<file path="src/rtl/boot_loader_pkg.sv">
// Shared definitions for the byte-serial program loader: framing constants and FSM states.
package boot_loader_pkg;

    // Width of the big-endian word-count header; fixed by the frame format.
    localparam int unsigned CNT_WIDTH = 16;

    // Bytes per instruction word.
    localparam int unsigned WORD_BYTES = 4;

    typedef enum logic [2:0] {
        StCntHi = 3'd0,
        StCntLo = 3'd1,
        StData  = 3'd2,
        StCsum  = 3'd3,
        StRun   = 3'd4,
        StError = 3'd5
    } state_e;

endpackage

</file>
<file path="src/rtl/boot_loader_word_assembler.sv">
// Assembles big-endian 32-bit words from data bytes and keeps the running XOR checksum.
module boot_loader_word_assembler
    import boot_loader_pkg::*;
(
    input  logic        i_clk,
    input  logic        i_rst,
    input  logic        i_valid,
    input  logic [7:0]  i_byte,
    output logic        o_word_done,
    output logic [31:0] o_word,
    output logic [7:0]  o_csum
);

    // Only the first three bytes of a word need storing; the fourth is taken straight
    // from i_byte so the complete word is available in the cycle of its last handshake.
    logic [23:0] r_shift;
    logic [1:0]  r_byte_idx;
    logic [7:0]  r_csum;

    // Shift each data byte in MSB-first, advance the byte position and fold into the checksum
    always_ff @(posedge i_clk) begin
        if (i_rst) begin
            r_shift    <= '0;
            r_byte_idx <= '0;
            r_csum     <= '0;
        end else if (i_valid) begin
            r_shift    <= {r_shift[15:0], i_byte};
            r_byte_idx <= r_byte_idx + 2'd1;
            r_csum     <= r_csum ^ i_byte;
        end
    end

    assign o_word_done = i_valid && (r_byte_idx == 2'(WORD_BYTES - 1));
    assign o_word      = {r_shift, i_byte};
    assign o_csum      = r_csum;

endmodule

</file>
<file path="src/rtl/boot_loader.sv">
// Framed program loader: writes a byte-streamed image into instruction memory, then releases
// the core from reset once the trailing XOR checksum matches.
module boot_loader
    import boot_loader_pkg::*;
#(
    parameter int unsigned MAX_WORDS = 256
) (
    input  logic        clk,
    input  logic        nrst,
    input  logic        rx_valid,
    input  logic [7:0]  rx_data,
    output logic        rx_ready,
    output logic        imem_we,
    output logic [31:0] imem_addr,
    output logic [31:0] imem_wdata,
    output logic        cpu_nrst,
    output logic        done,
    output logic        err
);

    localparam int unsigned IDX_W = $clog2(MAX_WORDS + 1);

    state_e               r_state;
    logic [CNT_WIDTH-1:0] r_count;
    logic [IDX_W-1:0]     r_word_idx;
    logic                 r_rx_ready;
    logic                 r_imem_we;
    logic [31:0]          r_imem_addr;
    logic [31:0]          r_imem_wdata;
    logic                 r_cpu_nrst;
    logic                 r_done;
    logic                 r_err;

    logic                 w_xfer;
    logic                 w_asm_valid;
    logic                 w_word_done;
    logic [31:0]          w_word;
    logic [7:0]           w_csum;
    logic [CNT_WIDTH-1:0] w_count_next;
    logic                 w_last_word;

    assign w_xfer       = rx_valid && r_rx_ready;
    assign w_asm_valid  = w_xfer && (r_state == StData);
    assign w_count_next = {r_count[CNT_WIDTH-1:8], rx_data};
    assign w_last_word  = ((32'(r_word_idx) + 32'd1) == 32'(r_count));

    boot_loader_word_assembler u_word_asm (
        .i_clk       (clk),
        .i_rst       (nrst),
        .i_valid     (w_asm_valid),
        .i_byte      (rx_data),
        .o_word_done (w_word_done),
        .o_word      (w_word),
        .o_csum      (w_csum)
    );

    // Frame FSM with registered handshake, write-port and core-reset outputs
    always_ff @(posedge clk) begin
        if (nrst) begin
            r_state      <= StCntHi;
            r_count      <= '0;
            r_word_idx   <= '0;
            r_rx_ready   <= 1'b1;
            r_imem_we    <= 1'b0;
            r_imem_addr  <= '0;
            r_imem_wdata <= '0;
            r_cpu_nrst   <= 1'b0;
            r_done       <= 1'b0;
            r_err        <= 1'b0;
        end else begin
            r_imem_we <= 1'b0;
            case (r_state)
                StCntHi: begin
                    if (w_xfer) begin
                        r_count[CNT_WIDTH-1:8] <= rx_data;
                        r_state                <= StCntLo;
                    end
                end
                StCntLo: begin
                    if (w_xfer) begin
                        r_count[7:0] <= rx_data;
                        r_word_idx   <= '0;
                        if (32'(w_count_next) > MAX_WORDS) begin
                            r_state    <= StError;
                            r_rx_ready <= 1'b0;
                            r_err      <= 1'b1;
                        end else if (w_count_next == '0) begin
                            r_state <= StCsum;
                        end else begin
                            r_state <= StData;
                        end
                    end
                end
                StData: begin
                    if (w_word_done) begin
                        r_imem_we    <= 1'b1;
                        r_imem_addr  <= 32'({r_word_idx, 2'b00});
                        r_imem_wdata <= w_word;
                        r_word_idx   <= r_word_idx + IDX_W'(1);
                        if (w_last_word) begin
                            r_state <= StCsum;
                        end
                    end
                end
                StCsum: begin
                    if (w_xfer) begin
                        r_rx_ready <= 1'b0;
                        if (rx_data == w_csum) begin
                            r_state    <= StRun;
                            r_cpu_nrst <= 1'b1;
                            r_done     <= 1'b1;
                        end else begin
                            r_state <= StError;
                            r_err   <= 1'b1;
                        end
                    end
                end
                StRun: begin
                    r_rx_ready <= 1'b0;
                end
                StError: begin
                    r_rx_ready <= 1'b0;
                end
                default: begin
                    // Unreachable encodings fail safe: hold the core in reset and flag an error.
                    r_state    <= StError;
                    r_rx_ready <= 1'b0;
                    r_cpu_nrst <= 1'b0;
                    r_err      <= 1'b1;
                end
            endcase
        end
    end

    assign rx_ready   = r_rx_ready;
    assign imem_we    = r_imem_we;
    assign imem_addr  = r_imem_addr;
    assign imem_wdata = r_imem_wdata;
    assign cpu_nrst   = r_cpu_nrst;
    assign done       = r_done;
    assign err        = r_err;

endmodule

</file>
<file path="config.mk">
export PLATFORM = sky130hd
export DESIGN_NAME = boot_loader
export DESIGN_NICKNAME = d
export VERILOG_FILES = /design/src/rtl/boot_loader_pkg.sv /design/src/rtl/boot_loader_word_assembler.sv /design/src/rtl/boot_loader.sv
export SDC_FILE = /design/constraint.sdc
export NUM_CORES = 1
export LEC_CHECK = 0
export BUFFER_PORTS_ARGS = -buffer_cell sky130_fd_sc_hd__buf_2
export CAP_MARGIN = 25
export CORE_MARGIN = 4
export CORE_UTILIZATION = 34
export CTS_BUF_LIST = sky130_fd_sc_hd__clkbuf_8 sky130_fd_sc_hd__clkbuf_16
export CTS_CLUSTER_SIZE = 14
export DETAILED_ROUTE_END_ITERATION = 8
export PLACE_DENSITY_LB_ADDON = 0.3
export SLEW_MARGIN = 10
export SYNTH_ARGS = -nofsm -noshare
export SYNTH_HDL_FRONTEND = slang
export SYNTH_HIERARCHICAL = 1
export SYNTH_SLANG_ARGS = --single-unit
</file>
<file path="constraint.sdc">
create_clock -name clk -period 2.1 [get_ports clk]
set_input_delay 0 -clock clk [delete_from_list [all_inputs] [get_ports clk]]
set_output_delay 0 -clock clk [all_outputs]
set_load 0.02 [all_outputs]
</file>
---- Yosys cells after proc, flatten, opt, wreduce, memory -nomap -nowiden ----
Index checks and enable logic that the tools add are counted.
cells by class
  bitwise operators ....................... 6
  multipliers ............................. 0
  magnitude comparators ................... 1
  mux-type cells .......................... 25
  reductions and logical operators ........ 20
  shifts and indexed selects .............. 0
  divide/modulo/power cells ............... 0
  add/sub/neg operators ................... 3
  eq/ne operators ......................... 16
operators with widths
  cell                                                                               number
  3-bit 2-to-1 mux                                                                   6
  9-bit 2-to-1 mux                                                                   2
  9-bit case mux with 2 select lines                                                 1
  10-bit by 16-bit == test with 1-bit output                                         1
  16-bit by 9-bit greater-than comparator with 1-bit output (second input constant)  1
  16-bit logical NOT                                                                 1
  3-bit case mux with 5 select lines                                                 1
  2-bit inequality test (second input constant)                                      7
  1-bit 2-to-1 mux                                                                   12
  9-bit by 1-bit adder with 10-bit output (second input constant)                    1
  9-bit by 1-bit adder with 9-bit output (second input constant)                     1
  3-bit AND reduction                                                                3
  8-bit == test                                                                      1
  8-bit XOR                                                                          1
  3-bit by 2-bit == test with 1-bit output (second input constant)                   2
  3-bit == test (second input constant)                                              2
  1-bit case mux with 3 select lines                                                 2
  2-bit AND reduction                                                                3
  6-bit AND reduction                                                                1
  2-bit OR reduction                                                                 3
  1-bit NOT                                                                          5
  5-bit AND reduction                                                                1
  5-bit OR reduction                                                                 1
  4-bit AND reduction                                                                1
  9 further kinds                                                                    11
storage, ports and cells
  memories ................................ 0
  bits in writable memories ............... 0
  output and inout port bits .............. 69
  register bits after elaboration ......... 108
  latch bits .............................. 0
  logic and storage cells ................. 85
  memory bits (read-only) ................. 0

---- Depth between registers and ports, before layout ----
  depth after elaboration ................. 5
  depth in mapped cells ................... 12
  mapped depth without buffers ............ 8

---- Cells and area by module ----
The synthesis kept the hierarchy.
modules (own cells, without submodules)
  module                      instances  cells each  area an instance (sq um)
  boot_loader                 1          413         3432.0
  boot_loader_word_assembler  1          129         1405.1

---- Worst setup path before layout ----
OpenSTA, ideal clock, no wires.
  kind .................................... reg-to-reg
  from .................................... reg r_rx_ready, in the netlist rx_ready
  to ...................................... reg r_imem_addr[5], in the netlist imem_addr[5]
  cell stages (with the launch flop) ...... 11
  arrival ................................. 2109 ps
  setup slack ............................. -79 ps
  clock period less this slack ............ 2179 ps
  cell sequence ........................... dfxtp_1 nand3b_1 nor3_1 buf_6 clkbuf_8 and2_1 and4bb_2 buf_2 buf_2 nand2_1 a21oi_1
between the ends
  word-level cells in the longest chain between the ends .. 4
RTL lines
  what                           line                              text
  from (decl)                    boot_loader.sv:26                 logic r_rx_ready;
  from (signal assigned)         boot_loader.sv:63                 r_rx_ready <= 1'b1;
  from (signal assigned)         boot_loader.sv:85                 r_rx_ready <= 1'b0;
  from (signal assigned)         boot_loader.sv:107                r_rx_ready <= 1'b0;
  1-bit logical AND              boot_loader.sv:42                 assign w_xfer = rx_valid && r_rx_ready;
  1-bit logical AND              boot_loader.sv:43                 assign w_asm_valid = w_xfer && (r_state == StData);
  net w_asm_valid                boot_loader.sv:35                 logic w_asm_valid;
  1-bit logical AND              boot_loader_word_assembler.sv:33  assign o_word_done = i_valid && (r_byte_idx == 2'(WORD_BYTES - 1));
  net w_word_done                boot_loader.sv:36                 logic w_word_done;
  2-bit AND reduction (no line)  --
  to (signal assigned)           boot_loader.sv:97                 r_imem_addr <= 32'({r_word_idx, 2'b00});
  to (decl)                      boot_loader.sv:28                 logic [31:0] r_imem_addr;
The timed path passes the listed nets, and every way through them passes these cells.
A chain may end at the register's enable or synchronous reset.

---- Worst setup path in the final report ----
  from .................................... reg r_state[2]
  to ...................................... reg r_word_idx[3]
between the ends
  word-level cells in the longest chain between the ends .. 5
  elaborated cells between the ends (all ways) .. 9
  classes of those cells .................. eq/ne: 4; mux: 1; reduce/logical: 4
RTL lines
  what                                                        line                              text
  from (decl)                                                 boot_loader.sv:23                 state_e r_state;
  from (signal assigned)                                      boot_loader.sv:60                 r_state <= StCntHi;
  from (signal assigned)                                      boot_loader.sv:76                 r_state <= StCntLo;
  from (signal assigned)                                      boot_loader.sv:84                 r_state <= StError;
  3-bit by 2-bit == test with 1-bit output                    boot_loader.sv:43
  1-bit logical AND                                           boot_loader.sv:43
  net w_asm_valid                                             boot_loader.sv:35
  1-bit logical AND                                           boot_loader_word_assembler.sv:33
  net w_word_done                                             boot_loader.sv:36
  2-bit by 1-bit inequality test with 1-bit output (no line)  --
  3-bit AND reduction (no line)                               --
  to (signal assigned)                                        boot_loader.sv:99                 r_word_idx <= r_word_idx + IDX_W'(1);
  to (decl)                                                   boot_loader.sv:25                 logic [IDX_W-1:0] r_word_idx;
The timed path passes the listed nets, and every way through them passes these cells.

==> key figures <==
Outcome
  • Status: finished clean

Placement
  • Placement Setup Slack: between 0.2 and 0.25 ns
  • Hpwl dp: around 7600 um
  • Placer congestion estimate: around 0.9
  • Port buffer count: between 50 and 60

Clock network
  • Worst skew pair latency: about 0.35 ns
  • H-tree depth: 3
  • CTS tree: yes
  • Num Clock Sinks: around 110
  • Clock Tree Root: clkbuf_16
  • Postcts setup bufs: 0
  • Total CTS buffers: 9
  • Clk slew on worst S/H paths: ~0.070 ns
  • Clock buffer depth: 2

Global route
  • Total grt overflow: 0
  • Vias in the first global route: roughly 3.6k
  • First-pass GRT wire length: about 18000 um
  • Initial antenna violation count: 0
  • GRT Util Overall: 13.9%
  • Largest net degree at the start of global routing: approximately 60

Worst setup path
  • CP cell instances: nand3b_1, nor3_4, and2_1, nand4bb_2, buf_4, a21oi_1, o21ai_0, a21oi_1
  • CP Launch Type: flop
  • Critical Path AT: ~2.2 ns
  • Data required time at the worst endpoint: ~2.4 ns
  • Crit path max-delay family: simple AND/OR/NAND/NOR gates
  • Critical Path End Type: flop
  • Crit path max fanout: 19
  • Buffers & Inverters on Critical Path: 1
  • Crit path top cell by count: a21oi_1
  • Setup CP Type: flop to flop
  • CP max stage cell: dfxtp_1
  • Critical path's largest stage delay: 0.32 ns

Synthesis
  • Ys flop type: dfxtp_1
  • Synth top area cells: dfxtp_1, mux2i_1, nand2_1, a21oi_1, buf_4
  • Synthesized cell area: about 4800 um2
  • EDFF count, synth: 0
  • Seq/Total Area, Yosys: about 45%
  • Share of Yosys cell area claimed by the top area cell type: between 40% and 50%
  • Synth async-reset ratio: 0%
  • Syn_area_per_cell: 8.92 um2
  • Synthesis-stage register bit count: between 100 and 150
  • Synth cell types: 56
  • Synth Warn #: 6
  • Most frequent cell after synthesis: dfxtp_1
  • Post-synth top area cell: dfxtp_1
  • List of most frequent post-synthesis cells: dfxtp_1, nand2_1, a21oi_1
  • Post-synthesis cell count: about 540

Pwr
  • Sequential power share: a little under half
  • Internal power: 3.47 mW
  • Pleak: 2.10 nW
  • Cell Pwr Density: 833 nW/um2
  • Combinational Power Share: between 10% and 20%
  • P_sw: around 1.1 mW
  • Total power: 4.58 mW
  • Sw frac: around 24%
  • Clock network fraction of design power: between 40% and 50%
  • VDD IR-drop max: between 0.0003 and 0.0004 V

Floorplan
  • Die area: 16200 um2
  • Die width: 127 um
  • Die H: around 130 um
  • Core ar.: roughly 14000 um2
  • Starting density of the core: 34.8%
  • Row count: between 40 and 50
  • I/O Pins: 80

Timing
  • Layout Skew: 0.00892 ns
  • Min Tclk post-route: 1.91 ns
  • RSZ-0062 raised after global routing: no
  • Relative slew slack: 60.5%
  • Final Hold Vio Count: 0
  • Achievable Freq: 522 MHz
  • Tcrit/Tclk final: about nine tenths
  • Slew Viols, Final: 0
  • Worst setup slack after layout: ~0.19 ns
  • Setup violators final: 0
  • Tightest Pin Transition: approximately 0.59 ns

Hold path
  • Hold WC Path Type: primary input to flop

Route
  • Detail Route Antenna Nets: 0
  • Vias: 3706
  • 1st-pass router iterations: 4
  • DR iter-0 viols: around 230
  • Drt wl/cell: about 14 um
  • Drt drc: 0
  • Drt via density: between 4 and 5
  • Post-Route WL: 11000 um

Final layout
  • Diode count: 0
  • Fraction of layout cells with a size suffix above 1: a little under a fifth
  • Fin nets: approximately 600
  • Synthesis-to-layout area growth: 13.6%

Job
  • Max cap viols: 0
-- cells in the final DEF (no fill, tap or decap), drive strengths merged, types with 3 or more instances in the layout --
| cell type | count |
|---|---|
| dfxtp | 108 |
| nand2 | 87 |
| buf | 74 |
| a21oi | 68 |
| nor2 | 54 |
| mux2i | 41 |
| conb | 23 |
| xnor2 | 16 |
| nand3b | 10 |
| o21ai | 9 |
| clkbuf | 9 |
| a21bo | 9 |
| xor2 | 6 |
| nor3 | 6 |
| and3 | 5 |
| nor4 | 5 |
| nand3 | 5 |
| nand4 | 4 |
| and2 | 3 |
| nand4b | 3 |
| bufinv | 3 |
| dlygate4sd3 | 3 |
| clkinv | 3 |
-- cell families after synthesis --
kind of cell | synth area share, %
muxes | 8.72
xor gates and xnor gates | 3.98
adders and majority gates | 0.517
DFF | 44.7
and+or+nand+nor | 19.2
buffers and inverters | 9.83
other | 0.0775
AOI/OAI and AO/OA | 13.0
-- power groups by stage --
stage	sequential, mW	clock (mW)	combinational [mW]
detailed placement	2.20	0	0.499
CTS	2.15	1.97	0.505
global route	2.16	2.05	0.550
global placement	2.20	0	0.493
finish	2.16	1.92	0.503
floorplan	2.19	0	0.417
-- worst register-to-register path: stages (launching register included) --
cell and delay, ns:
dfxtp_1 0.32, nand3b_1 0.22, nor3_4 0.16, and2_1 0.20
nand4bb_2 0.27, buf_4 0.29, a21oi_1 0.15, o21ai_0 0.09
a21oi_1 0.14
-- path summary, 6_finish.rpt --
path / from / slack, ns / end / cells after the start
max reg2reg: r_state[2]$_SDFFE_PP0P_ / 0.19 / r_word_idx[3]$_SDFFE_PP0P_ / 8
min reg2reg: imem_wdata[18]$_SDFFE_PP0P_ / 0.45 / imem_wdata[18]$_SDFFE_PP0P_ / 2
max: r_state[2]$_SDFFE_PP0P_ / 0.19 / r_word_idx[3]$_SDFFE_PP0P_ / 8
min: rx_data[0] / 0.008 / imem_wdata[0]$_SDFFE_PP0P_ / 3
-- sequential cells by signal, summed over array words and instances (netlist names), 2 cells and up --
name                   count
r_count                   16
r_state                    3
r_word_idx                 9
imem_addr                  9
imem_wdata                32
u_word_asm/r_shift        24
u_word_asm/o_csum          8
u_word_asm/r_byte_idx      2
-- final cells by class --
| type | count | area [um2] |
|---|---|---|
| inverter | 1 | 3.75 |
| timing repair buffer | 77 | 460 |
| clock inverter | 7 | 116 |
| sequential | 108 | 2160 |
| fill | 1414 | 8390 |
| clock buffer | 9 | 225 |
| tap | 180 | 225 |
| multi-input combinational | 384 | 2300 |
-- stage by stage --
step                instance area, um2  cells  hold WS (ns)  util (%)  TNS [ns]
detailed placement                5120    747         0.362      36.9         0
global route                      5490    766        0.0333      39.6         0
finish                            5490    766       0.00771      39.6         0
global placement                  5120    747         0.353      36.9         0
floorplan                         4930    564         0.147         -    -0.763
CTS                               5490    766       0.00148      39.6         0
-- per-layer routing --
metal  global-route usage, %  share of wire, %  vias up
met3                    2.88               3.8       13
met5                       0                 0        -
met2                    23.3                50       68
met4                    4.61               1.5        0
li1                        -                 -     1855
met1                    17.8                45     1770
-- timing repair --
item,in CTS,in global routing
resized for setup,0,0
hold buffers,3,0
hold endpoints to repair,3,0
Note: power is estimated with default switching activity, not from simulation.
